**config.mk**
```make
export PLATFORM = sky130hd
export DESIGN_NAME = uart_rx
export DESIGN_NICKNAME = d
export VERILOG_FILES = /design/src/rtl/uart_rx.sv
export SDC_FILE = /design/constraint.sdc
export NUM_CORES = 1
export LEC_CHECK = 0
export CAP_MARGIN = 20
export CORE_MARGIN = 2
export CORE_UTILIZATION = 53
export CTS_CLUSTER_DIAMETER = 150
export DETAILED_ROUTE_END_ITERATION = 12
export GPL_TIMING_DRIVEN = 0
export PLACE_DENSITY = 0.77
export SLEW_MARGIN = 20
export SYNTH_ARGS = -nofsm -noshare
export SYNTH_HDL_FRONTEND = slang
export SYNTH_SLANG_ARGS = --single-unit
```
**constraint.sdc**
```tcl
create_clock -name clk -period 1.7 [get_ports clk]
set_input_delay 0.255 -clock clk [delete_from_list [all_inputs] [get_ports clk]]
set_output_delay 0.255 -clock clk [all_outputs]
set_load 0.005 [all_outputs]
```
**src/rtl/uart_rx.sv**
```systemverilog
// Oversampling UART receiver: 2-flop synchronized input, start-bit validation at mid-bit,
// LSB-first data capture and a registered result with frame-error and overrun flags.
module uart_rx #(
  parameter int unsigned DW  = 8,
  parameter int unsigned OVS = 16
) (
  input  logic          clk,
  input  logic          rst,
  input  logic          tick,
  input  logic          rx,
  input  logic          rd,
  output logic [DW-1:0] rx_data,
  output logic          rx_valid,
  output logic          frame_err,
  output logic          overrun,
  output logic          busy
);

  localparam int unsigned SW = (OVS > 1) ? $clog2(OVS) : 1;
  localparam int unsigned BW = (DW > 1) ? $clog2(DW) : 1;

  localparam logic [SW-1:0] SMID  = SW'(OVS / 2 - 1);
  localparam logic [SW-1:0] SLAST = SW'(OVS - 1);
  localparam logic [BW-1:0] BLAST = BW'(DW - 1);

  typedef enum logic [1:0] {StIdle, StStart, StData, StStop} state_e;

  state_e        state_q, state_d;
  logic [SW-1:0] scnt_q, scnt_d;
  logic [BW-1:0] bcnt_q, bcnt_d;
  logic [DW-1:0] shift_q, shift_d;
  logic [DW:0]   shift_ext;
  logic [DW-1:0] data_q, data_d;
  logic          valid_q, valid_d;
  logic          ferr_q, ferr_d;
  logic          ovr_q, ovr_d;
  logic          rx_meta_q, rxs;
  logic          done;

  // Both stages reset high so a reset never looks like a start edge.
  always_ff @(posedge clk) begin
    if (!rst) begin
      rx_meta_q <= 1'b1;
      rxs       <= 1'b1;
    end else begin
      rx_meta_q <= rx;
      rxs       <= rx_meta_q;
    end
  end

  assign shift_ext = {rxs, shift_q};

  always_comb begin
    state_d = state_q;
    scnt_d  = scnt_q;
    bcnt_d  = bcnt_q;
    shift_d = shift_q;
    done    = 1'b0;
    if (tick) begin
      unique case (state_q)
        StIdle: begin
          if (!rxs) begin
            state_d = StStart;
            scnt_d  = '0;
            bcnt_d  = '0;
          end
        end
        StStart: begin
          if (scnt_q == SMID) begin
            // Line back high at mid-start: treat as a glitch and drop it.
            state_d = rxs ? StIdle : StData;
            scnt_d  = '0;
            bcnt_d  = '0;
          end else begin
            scnt_d = scnt_q + 1'b1;
          end
        end
        StData: begin
          if (scnt_q == SLAST) begin
            shift_d = shift_ext[DW:1];
            scnt_d  = '0;
            if (bcnt_q == BLAST) begin
              state_d = StStop;
              bcnt_d  = '0;
            end else begin
              bcnt_d = bcnt_q + 1'b1;
            end
          end else begin
            scnt_d = scnt_q + 1'b1;
          end
        end
        StStop: begin
          if (scnt_q == SLAST) begin
            // Leave at mid-stop so a back-to-back start edge is not missed.
            done    = 1'b1;
            state_d = StIdle;
            scnt_d  = '0;
            bcnt_d  = '0;
          end else begin
            scnt_d = scnt_q + 1'b1;
          end
        end
        default: begin
          state_d = StIdle;
          scnt_d  = '0;
          bcnt_d  = '0;
        end
      endcase
    end
  end

  // A completing word always wins over a same-cycle acknowledge.
  always_comb begin
    data_d  = data_q;
    valid_d = valid_q;
    ferr_d  = ferr_q;
    ovr_d   = ovr_q;
    if (done) begin
      data_d  = shift_q;
      valid_d = 1'b1;
      ferr_d  = ~rxs;
      ovr_d   = ~rd & (valid_q | ovr_q);
    end else if (rd) begin
      valid_d = 1'b0;
      ovr_d   = 1'b0;
    end
  end

  always_ff @(posedge clk) begin
    if (!rst) begin
      state_q <= StIdle;
      scnt_q  <= '0;
      bcnt_q  <= '0;
      shift_q <= '0;
      data_q  <= '0;
      valid_q <= 1'b0;
      ferr_q  <= 1'b0;
      ovr_q   <= 1'b0;
    end else begin
      state_q <= state_d;
      scnt_q  <= scnt_d;
      bcnt_q  <= bcnt_d;
      shift_q <= shift_d;
      data_q  <= data_d;
      valid_q <= valid_d;
      ferr_q  <= ferr_d;
      ovr_q   <= ovr_d;
    end
  end

  assign rx_data   = data_q;
  assign rx_valid  = valid_q;
  assign frame_err = ferr_q;
  assign overrun   = ovr_q;
  assign busy      = (state_q != StIdle);

endmodule

```
==> results.toml <==
[outcome]
status = "finished clean"

[sta]
period_share_pct = 97.7
final_hold_viol_count = 0
hold_ws_ns = 0.425
max_slew_margin_pct = 68.5
worstMarginPinSlew_ns = 0.472
final_max_slew_viol_count = 0
setup_ws_ns = 0.0390
finalSetupViolations = 0
period_needed_ns = 1.66
fin_skew_ns = 0.00237
fmax_ghz = 0.602

[worst_setup_path]
r2r_setup_slack_ns = 0.11
critPathKind = "reg -> out"
crit_path_end_kind = "output pin"
r2r.worst_path.cells = 4
crit_arrival_ns = 1.41
reg2reg_from = "scnt_q[0]"
setup.worst_path.end = "busy"
crit_path_max_fanout = 6
r2r-end = "bcnt_q[2]"
cp_slowest_stage_delay_ns = 0.43
cp-start-kind = "flop"
worst_ep_required_time_ns = 1.44
cp_cell_sequence = "buf_6 -> nor2_4 -> inv_2 -> clkdlybuf4s50_1"
crit_path_top_delay_cell = "clkdlybuf4s50_1"

[routing]
wl_per_cell_um = 13.9
antenna_left = 0
drc = 0
first_pass_iters = 4
drt-initial-drc-count = 31
vias = 1191
via_per_inst = 5.64
wl_um = 2940

[clocking]
path_clk_slew_ns = 0.09
cts_sinks = 30
ctsHoldBuffers = 0
clock-root-buffer = "clkbuf_4"
cts_tree = "built"
htreeDepth = 2
cts_made_buffers = 5
clock_latency_ns = 0.32
clk_path_buf_depth = 2

[placement]
placedCellCount = 200
io_buffers = 16
dpl.hpwl_um = 2030
place_congestion = 0.749
post-place-ws_ns = -0.132

[synth]
yosysSeqAreaShare_pct = 43.8
synthCells = 154
yosys_register_bits = 30
syn-cell-area_um2 = 1370
yosysUniqueCellTypes = 37
ys_warn_count = 0
syn_nets = 162
post_synth.cell_area_avg_um2 = 8.90

[die]
die_y_um = 54.9
die_area_um2 = 3010
initial_utilization_pct = 55.9
coreArea_um2 = 2450
io_pins = 17
placementRows = 18
die_x_um = 54.9

[power]
power_density_nw_per_um2 = 709
ir_worst_vdd_mv = 0.644
power_leakage_nw = 0.599
total_power_mw = 1.17

[global_routing]
grt.total_usage_pct = 22.1
grt_overflow = 0
first_global_vias = 1047
grt_max_degree = 11
grt_antenna_before_repair = 0
grt_pass1_wl_um = 4610

[layout]
fin_nets = 189
drive_above_1_share_pct = 11.0
areaGrowthSynthToFinish_pct = 20.7
n_antenna_cell = 0
stdcell_count = 211

[job]
max_cap_violations = 0

[hold_path]
hold_path.class = "reg -> reg"
[final cells by class]
class                      count  area [um^2]
buffer                        10         51.3
clock buffer                   7         45.0
fill                         211          800
inverter                       4         15.0
multi-input combinational    110          714
sequential                    30          602
tap                           30         37.5
timing repair buffer          20          190
[synth_stat cells (all sizes together)]
master / number / area (um^2)
and4: 1 / 8.76
nor2b: 2 / 12.5
a21boi: 2 / 15.0
clkbuf: 6 / 22.5
ha: 3 / 37.5
a41oi: 1 / 8.76
nand3b: 4 / 30.0
dfxtp: 30 / 601
nand2b: 4 / 25.0
inv: 4 / 15.0
nand2: 25 / 93.8
a32o: 1 / 10.0
o21a: 3 / 22.5
nor2: 2 / 7.51
or3: 1 / 6.26
a21oi: 9 / 45.0
o311ai: 1 / 16.3
a211o: 1 / 8.76
or3b: 1 / 11.3
o21ai: 8 / 40.0
and3b: 2 / 17.5
mux2i: 11 / 110
nand3: 11 / 55.1
a31oi: 2 / 12.5
a311oi: 1 / 8.76
nor3: 2 / 10.0
buf: 4 / 28.8
o211ai: 2 / 15.0
nand4b: 1 / 8.76
o22ai: 1 / 6.26
and2: 3 / 21.3
a31o: 1 / 8.76
and3: 3 / 18.8
and4bb: 1 / 12.5
[worst min-delay path by stage]
| stage | endpoint | cells after the start | start |
|---|---|---|---|
| after floorplan | overrun | 1 | rd |
| after global placement | rxs | 1 | rx_meta_q |
| after detailed placement | rxs | 1 | rx_meta_q |
| after CTS | rxs | 1 | rx_meta_q |
| after global routing | rxs | 1 | rx_meta_q |
| final | rxs | 1 | rx_meta_q |
[flip-flops by register name (all words and copies together) (netlist names), named ones only]
name       count
bcnt_q         3
shift_q        8
state_q        1
frame_err      1
rxs            1
scnt_q         4
rx_valid       1
overrun        1
rx_data        8
rx_meta_q      1
[what timing repair did]
action,4_1_cts,5_1_grt
endpoints found under the setup margin,1,6
cloned,0,0
buffers inserted,0,4
gates resized for setup,4,1
pin swaps,1,1
[routing by layer]
layer / track usage [%] / wire (um)
met1: 28.6 / 1360
met2: 34.1 / 1400
met3: 6.01 / 156
met4: 9.58 / 19
met5: 0 / 0
[layout by cell type, fill, tap and decap left out, drive strengths merged, types with 3 or more instances in the layout]
cell / Yosys / final
clkdlybuf4s50: 0 / 16
inv: 4 / 4
nand3b: 4 / 4
ha: 3 / 3
nand3: 11 / 11
mux2i: 11 / 11
o21a: 3 / 3
and3: 3 / 3
nand2: 25 / 25
buf: 4 / 8
o21ai: 8 / 8
dfxtp: 30 / 30
a21oi: 9 / 9
clkbuf: 6 / 13
and2: 3 / 3
nand2b: 4 / 4
[per-stage QoR]
step                      instance area (um^2)  TNS (ns)  util, %
after floorplan                           1370         0        -
after global placement                    1570     -1.03     63.9
after detailed placement                  1570     -1.57     63.9
after CTS                                 1620         0     66.1
after global routing                      1660   -0.0140     67.4
final                                     1660         0     67.4
[cells by family after synthesis]
family / synth area share (%)
compound gates: 15.9
fa+ha+maj: 2.74
buf+inv: 4.84
flops: 43.8
mux: 8.03
simple gates: 24.7
[power breakdown]
group / switching, mW / internal (mW) / total (mW)
sequential: 0.00477 / 0.707 / 0.712
combinational: 0.0438 / 0.0364 / 0.0802
clock: 0.226 / 0.156 / 0.381
[worst max-delay path, delay by kind of cell (launching register included)]
family	cells	cell delay [ns]
and+or+nand+nor	1	0.13
buffers and inverters	3	0.62
DFF	1	0.34
(Power assumes the default switching activity.)
